**src/rtl/instr_fetch_queue_if.sv**
```systemverilog
// Fetch front-end bundle: instruction memory port, redirect input and the
// decode-facing queue head.
interface instr_fetch_queue_if;
    logic        imem_req;
    logic [63:0] imem_addr;
    logic        imem_gnt;
    logic        imem_rvalid;
    logic [31:0] imem_rdata;
    logic        redirect;
    logic [63:0] redirect_pc;
    logic        instr_valid;
    logic        instr_ready;
    logic [31:0] instruction;
    logic [63:0] pc;
    logic [2:0]  sel_type;
    logic        illegal;

    modport master (
        output imem_req, imem_addr,
        input  imem_gnt, imem_rvalid, imem_rdata,
        input  redirect, redirect_pc,
        output instr_valid, instruction, pc, sel_type, illegal,
        input  instr_ready
    );

    modport slave (
        input  imem_req, imem_addr,
        output imem_gnt, imem_rvalid, imem_rdata,
        output redirect, redirect_pc,
        input  instr_valid, instruction, pc, sel_type, illegal,
        output instr_ready
    );
endinterface

```
**src/rtl/instr_fetch_queue.sv**
```systemverilog
// Instruction fetch front end: PC ownership, single-outstanding memory fetch,
// in-order instruction queue with opcode pre-decode into immediate format.
module instr_fetch_queue #(
    parameter int unsigned DEPTH    = 2,
    parameter logic [63:0] RESET_PC = 64'h0
) (
    input  logic                clk,
    input  logic                rst_n,
    instr_fetch_queue_if.master bus
);
    localparam int unsigned PW = (DEPTH > 1) ? $clog2(DEPTH) : 1;
    localparam int unsigned CW = $clog2(DEPTH) + 1;
    localparam logic [CW-1:0] FULL = CW'(DEPTH);

    localparam logic [1:0] ST_IDLE = 2'd0;
    localparam logic [1:0] ST_REQ  = 2'd1;
    localparam logic [1:0] ST_WAIT = 2'd2;

    logic [1:0]    r_state, w_state_d;
    logic [63:0]   r_fetch_pc, w_fetch_pc_d;
    logic [63:0]   r_addr;
    logic          r_discard, w_discard_d;
    logic [PW-1:0] r_wptr, r_rptr;
    logic [CW-1:0] r_count, w_count_after;
    logic          w_push, w_pop, w_valid;
    logic [2:0]    w_dec_sel;
    logic          w_dec_ill;

    logic [31:0]   r_instr [DEPTH];
    logic [63:0]   r_pc    [DEPTH];
    logic [2:0]    r_sel   [DEPTH];
    logic          r_ill   [DEPTH];

    always_comb begin
        w_dec_sel = 3'd0;
        w_dec_ill = 1'b0;
        case (bus.imem_rdata[6:0])
            7'b0110011, 7'b0111011: w_dec_sel = 3'd0;
            7'b0000011, 7'b0010011, 7'b0011011,
            7'b1100111, 7'b1110011: w_dec_sel = 3'd1;
            7'b0100011:             w_dec_sel = 3'd2;
            7'b1100011:             w_dec_sel = 3'd3;
            7'b0110111, 7'b0010111: w_dec_sel = 3'd4;
            7'b1101111:             w_dec_sel = 3'd5;
            default:                w_dec_ill = 1'b1;
        endcase
    end

    // A redirect flushes the queue, so it suppresses both push and pop.
    assign w_valid       = (r_count != '0);
    assign w_pop         = w_valid && bus.instr_ready && !bus.redirect;
    assign w_push        = (r_state == ST_WAIT) && bus.imem_rvalid && !r_discard && !bus.redirect;
    assign w_count_after = r_count + CW'(w_push) - CW'(w_pop);

    always_comb begin
        w_state_d = r_state;
        case (r_state)
            ST_IDLE: begin
                if (bus.redirect || (r_count < FULL)) w_state_d = ST_REQ;
            end
            ST_REQ: begin
                if (bus.imem_gnt) w_state_d = ST_WAIT;
            end
            ST_WAIT: begin
                if (bus.imem_rvalid) begin
                    if (bus.redirect || (w_count_after < FULL)) w_state_d = ST_REQ;
                    else                                        w_state_d = ST_IDLE;
                end
            end
            default: w_state_d = ST_IDLE;
        endcase
    end

    // Any fetch still in flight when a redirect lands belongs to the old path.
    always_comb begin
        w_discard_d = r_discard;
        if ((r_state == ST_WAIT) && bus.imem_rvalid) w_discard_d = 1'b0;
        else if (bus.redirect && (r_state != ST_IDLE)) w_discard_d = 1'b1;
    end

    always_comb begin
        w_fetch_pc_d = r_fetch_pc;
        if (bus.redirect) begin
            w_fetch_pc_d = bus.redirect_pc & ~64'h3;
        end else if ((r_state == ST_REQ) && bus.imem_gnt && !r_discard) begin
            w_fetch_pc_d = r_fetch_pc + 64'd4;
        end
    end

    always_ff @(posedge clk or negedge rst_n) begin
        if (!rst_n) begin
            r_state    <= ST_IDLE;
            r_fetch_pc <= RESET_PC;
            r_addr     <= RESET_PC;
            r_discard  <= 1'b0;
            r_wptr     <= '0;
            r_rptr     <= '0;
            r_count    <= '0;
        end else begin
            r_state    <= w_state_d;
            r_fetch_pc <= w_fetch_pc_d;
            r_discard  <= w_discard_d;
            // Address is captured once per request and held until grant.
            if ((w_state_d == ST_REQ) && (r_state != ST_REQ)) r_addr <= w_fetch_pc_d;
            if (bus.redirect) begin
                r_wptr  <= '0;
                r_rptr  <= '0;
                r_count <= '0;
            end else begin
                if (w_push) r_wptr <= r_wptr + PW'(1);
                if (w_pop)  r_rptr <= r_rptr + PW'(1);
                r_count <= w_count_after;
            end
        end
    end

    always_ff @(posedge clk) begin
        if (w_push) begin
            r_instr[r_wptr] <= bus.imem_rdata;
            r_pc[r_wptr]    <= r_addr;
            r_sel[r_wptr]   <= w_dec_sel;
            r_ill[r_wptr]   <= w_dec_ill;
        end
    end

    assign bus.imem_req    = (r_state == ST_REQ);
    assign bus.imem_addr   = r_addr;
    assign bus.instr_valid = w_valid;
    assign bus.instruction = w_valid ? r_instr[r_rptr] : 32'd0;
    assign bus.pc          = w_valid ? r_pc[r_rptr]    : 64'd0;
    assign bus.sel_type    = w_valid ? r_sel[r_rptr]   : 3'd0;
    assign bus.illegal     = w_valid ? r_ill[r_rptr]   : 1'b0;
endmodule

```
**src/flat_wrapper.sv**
```systemverilog
// flat-port wrapper written by rule: the top's interface ports become plain ports
module instr_fetch_queue_flat 
#(
    parameter int unsigned DEPTH    = 2,
    parameter logic [63:0] RESET_PC = 64'h0
)
  (clk, rst_n, bus_imem_req, bus_imem_addr, bus_imem_gnt, bus_imem_rvalid, bus_imem_rdata, bus_redirect, bus_redirect_pc, bus_instr_valid, bus_instruction, bus_pc, bus_sel_type, bus_illegal, bus_instr_ready);
  instr_fetch_queue_if bus_i ();
  input  logic clk;
  input  logic rst_n;
  output wire logic [$bits(bus_i.imem_req)-1:0] bus_imem_req;
  output wire logic [$bits(bus_i.imem_addr)-1:0] bus_imem_addr;
  input wire logic [$bits(bus_i.imem_gnt)-1:0] bus_imem_gnt;
  input wire logic [$bits(bus_i.imem_rvalid)-1:0] bus_imem_rvalid;
  input wire logic [$bits(bus_i.imem_rdata)-1:0] bus_imem_rdata;
  input wire logic [$bits(bus_i.redirect)-1:0] bus_redirect;
  input wire logic [$bits(bus_i.redirect_pc)-1:0] bus_redirect_pc;
  output wire logic [$bits(bus_i.instr_valid)-1:0] bus_instr_valid;
  output wire logic [$bits(bus_i.instruction)-1:0] bus_instruction;
  output wire logic [$bits(bus_i.pc)-1:0] bus_pc;
  output wire logic [$bits(bus_i.sel_type)-1:0] bus_sel_type;
  output wire logic [$bits(bus_i.illegal)-1:0] bus_illegal;
  input wire logic [$bits(bus_i.instr_ready)-1:0] bus_instr_ready;
  assign bus_imem_req = bus_i.imem_req;
  assign bus_imem_addr = bus_i.imem_addr;
  assign bus_i.imem_gnt = bus_imem_gnt;
  assign bus_i.imem_rvalid = bus_imem_rvalid;
  assign bus_i.imem_rdata = bus_imem_rdata;
  assign bus_i.redirect = bus_redirect;
  assign bus_i.redirect_pc = bus_redirect_pc;
  assign bus_instr_valid = bus_i.instr_valid;
  assign bus_instruction = bus_i.instruction;
  assign bus_pc = bus_i.pc;
  assign bus_sel_type = bus_i.sel_type;
  assign bus_illegal = bus_i.illegal;
  assign bus_i.instr_ready = bus_instr_ready;
  instr_fetch_queue #(.DEPTH(DEPTH), .RESET_PC(RESET_PC)) u_core (.clk(clk), .rst_n(rst_n), .bus(bus_i));
endmodule
```
**config.mk**
```make
export PLATFORM = sky130hd
export DESIGN_NAME = instr_fetch_queue_flat
export DESIGN_NICKNAME = d
export VERILOG_FILES = /design/src/rtl/instr_fetch_queue_if.sv /design/src/rtl/instr_fetch_queue.sv /design/src/flat_wrapper.sv
export SDC_FILE = /design/constraint.sdc
export NUM_CORES = 1
export LEC_CHECK = 0
export ABC_AREA = 1
export BUFFER_PORTS_ARGS = -buffer_cell sky130_fd_sc_hd__buf_2
export CAP_MARGIN = 30
export CORE_UTILIZATION = 52
export CTS_BUF_LIST = sky130_fd_sc_hd__clkbuf_4 sky130_fd_sc_hd__clkbuf_8
export DETAILED_ROUTE_END_ITERATION = 10
export GPL_TIMING_DRIVEN = 0
export PLACE_DENSITY = 0.78
export SLEW_MARGIN = 15
export SYNTH_ARGS = -nofsm -noshare
export SYNTH_HDL_FRONTEND = slang
export SYNTH_SLANG_ARGS = --single-unit
```
**constraint.sdc**
```tcl
create_clock -name clk -period 5.49 [get_ports clk]
set_input_delay 1.098 -clock clk [delete_from_list [all_inputs] [get_ports clk]]
set_output_delay 1.098 -clock clk [all_outputs]
set_load 0.05 [all_outputs]
```
==> flow_summary_export.csv <==
group,metric,value,unit
final_layout,nets,2012,
floorplanning,pin_count,268,
setup_path,startpoint_type,"register",
power,p_per_area,436,mW/mm^2
sta,worst_pin_slew,890,ps
logic_synthesis,ys_seq_area_share,63.1,%
logic_synthesis,synth_top_family_by_area,"simple AND/OR/NAND/NOR gates",
clock_tree,tritoncts,"yes",
final_layout,drive_above_1_share,21.9,%
logic_synthesis,synthAdderAreaFrac,0.252,%
routing,drc,0,
logic_synthesis,syn_area,0.0149,mm^2
sta,max_slew_margin,40.6,%
routing,routed_via_density,5.27,
clock_tree,cts_made_buffers,52,
logic_synthesis,synth_common_cells,"619 x nand2_1, 200 x edfxtp_1, 135 x dfrtp_1",
routing,antenna_left,0,
power,p_switching,0.00306,W
logic_synthesis,ys_top_cells_by_area,"edfxtp_1 40%, dfrtp_1 23%, nand2_1 16%",
sta,final-setup-viol-count,0,
setup_path,crit_path_start,"u_core.r_rptr",
flow_run,max_cap_violations,0,
setup_path,r2r_slack,2310,ps
clock_tree,hold_buffers,0,
routing,drt_wl_total,42.0,mm
setup_path,r2r-end,"u_core.bus.imem_addr[4]",
setup_path,reg2reg_from,"u_core.r_count[1]",
global_routing,grt_use_total,28.9,%
floorplanning,chipWidth,171,um
logic_synthesis,synthArstFlopShare,40.3,%
logic_synthesis,ys_seq_elements,335,
logic_synthesis,yosys_warnings,0,
routing,vias,12300,
global_routing,grt_max_degree,79,
floorplanning,initial_core_util,53.2,%
sta,clock_skew,19.1,ps
logic_synthesis,synth_mux_area_share,0,%
routing,drtIter0Drc,1173,
power,pwr-share-seq,43.4,%
logic_synthesis,synth_area_per_cell,9.42,um^2
placement,port_buffers,264,
global_routing,grt_pass1_wl,64.0,mm
logic_synthesis,ys.flop_type,"edfxtp_1",
sta,min_period,3970,ps
setup_path,worstSetupPathType,"register to primary output",
clock_tree,clock_latency,590,ps
setup_path,required,4390,ps
sta,slew_violations,0,
routing,first_pass_iters,6,
logic_synthesis,synth_area_leader_cell,"edfxtp_1",
power,clkPwrFrac,27.4,%
sta,rsz0062_at_grt,"false",
power,comb_power_share,29.2,%
power,irDropWorstVdd,265,uV
routing,avgRoutedWirePerCell,18.0,um
status,run_status,"complete, no violations",
worst_hold_path,min-delay-path-class,"input pin to asynchronous set/reset pin",
clock_tree,htreeDepth,2,
logic_synthesis,synth_compound_area_share,5.95,%
setup_path,reg2reg_depth,17,
clock_tree,postCtsSetupRepairBufs,0,
setup_path,end_kind,"primary output",
power,swShare,39.0,%
setup_path,cp_max_fo,10,
placement,dp.cells,2231,
floorplanning,rows,61,
global_routing,gr-total-overflow,0,
final_layout,utilization,64.5,%
floorplanning,design.core.area,0.0279,mm^2
clock_tree,cts_sinks,335,
global_routing,antenna_found_initial,1,
logic_synthesis,synth_edf_count,200,
clock_tree,cts-root-buf,"clkbuf_8",
floorplanning,die_h,171,um
clock_tree,cts_max_path_buffers,3,
power,p_int,0.00479,W
sta,final-hold-violation-count,0,
setup_path,worstPathArrival,2880,ps
final_layout,area_growth,21.2,%
sta,fin_crit_sh,72.4,%
sta,hold_slack,439,ps
logic_synthesis,syn-num-nets,1684,
clock_tree,cts-resized-gates,0,
placement,place_hpwl,31.0,mm
sta,fmax,252,MHz
logic_synthesis,synthSimpleGateAreaFrac,25.5,%
final_layout,stdcell_count,2330,
power,total_power,0.00785,W
global_routing,grt_pass1_vias,11800,
floorplanning,dieArea,0.0293,mm^2
logic_synthesis,synth-xor-area-share,1.35,%
power,p_leak,8.09,nW
logic_synthesis,syn_inst,1579,
clock_tree,clkSlewWorstSetupHoldPaths,70,ps
logic_synthesis,yosys.area.top_type_share,40.4,%
setup_path,cp-endpoint,"bus_pc[5]",
logic_synthesis,synth_most_common_cell,"nand2_1",
logic_synthesis,synth_cell_types,38,
placement,gp_congestion,0.940,
[registers in the layout, indices dropped and copies added, names as in the netlist]
signal / flops
u_core.r_fetch_pc: 64
u_core.r_discard: 1
u_core.r_rptr: 1
u_core.r_wptr: 1
u_core.r_sel: 6
u_core.r_instr: 64
u_core.bus.imem_addr: 64
u_core.r_pc: 128
u_core.r_state: 2
u_core.r_count: 2
u_core.r_ill: 2
[cells by family after synthesis]
logic type / Yosys count
AO/OA/AOI/OAI: 161
XOR/XNOR: 23
buffers and inverters: 145
adder cells (fa/ha/maj): 3
flip-flops: 335
AND/OR/NAND/NOR: 912
[power groups by stage]
stage          sequential (W)  combinational (W)  clock [W]
6_report              0.00340            0.00229    0.00215
5_1_grt               0.00345            0.00247    0.00230
4_1_cts               0.00340            0.00230    0.00218
3_5_place_dp          0.00345            0.00229          0
3_3_place_gp          0.00343            0.00225          0
2_1_floorplan         0.00413           0.000845          0
[layout make-up]
cell class	instances	area, um^2
buffer	63	254
clock buffer	82	1010
sequential	335	9380
multi-input combinational	1099	4940
inverter	82	308
antenna	1	2.50
timing repair buffer	274	1560
clock inverter	16	91.3
tap	378	473
fill	2320	9920
[worst min path at each step]
| stage | slack [ps] | to | depth (start not counted) |
|---|---|---|---|
| floorplan | 430 | u_core.r_fetch_pc[0] | 2 |
| global placement | 440 | u_core.r_fetch_pc[0] | 2 |
| detailed placement | 450 | u_core.r_fetch_pc[0] | 2 |
| CTS | 430 | u_core.bus.imem_addr[22] | 1 |
| global route | 450 | u_core.bus.imem_addr[22] | 1 |
| finish | 440 | u_core.bus.imem_addr[22] | 1 |
[per-stage QoR]
| stage | instance area (um^2) | TNS, ps | worst slack [ps] |
|---|---|---|---|
| after global placement | 16700 | -261760 | -1650 |
| after floorplan | 14900 | 0 | 471 |
| after CTS | 18000 | 0 | 1500 |
| final | 18000 | 0 | 1520 |
| after global routing | 18000 | 0 | 1420 |
| after detailed placement | 16900 | 0 | 1240 |
[placed cells by master, fill, tap and decap left out, types with 29 or more instances in the layout]
cell type	n
edfxtp_1	200
clkbuf_1	48
clkbuf_8	63
inv_1	79
dfrtp_1	135
buf_2	274
a21oi_1	103
or2_2	29
nand3_1	87
nand4_1	34
nor2_1	109
nand2_1	619
[critical path: stages, from the launching register on]
cell and delay (ps):
dfrtp_1 340, clkbuf_1 670, clkbuf_1 640, nand2_1 130, a21oi_1 210, buf_2 290
[metal layers]
layer	vias to the layer above	track usage, %	share of wire, %
met3	70	5.09	7.6
met2	484	47.9	48
met4	0	9.12	2.4
met1	5818	38.7	42
met5	-	0	0
li1	5896	-	-
Power figures use the tool's default switching activity.
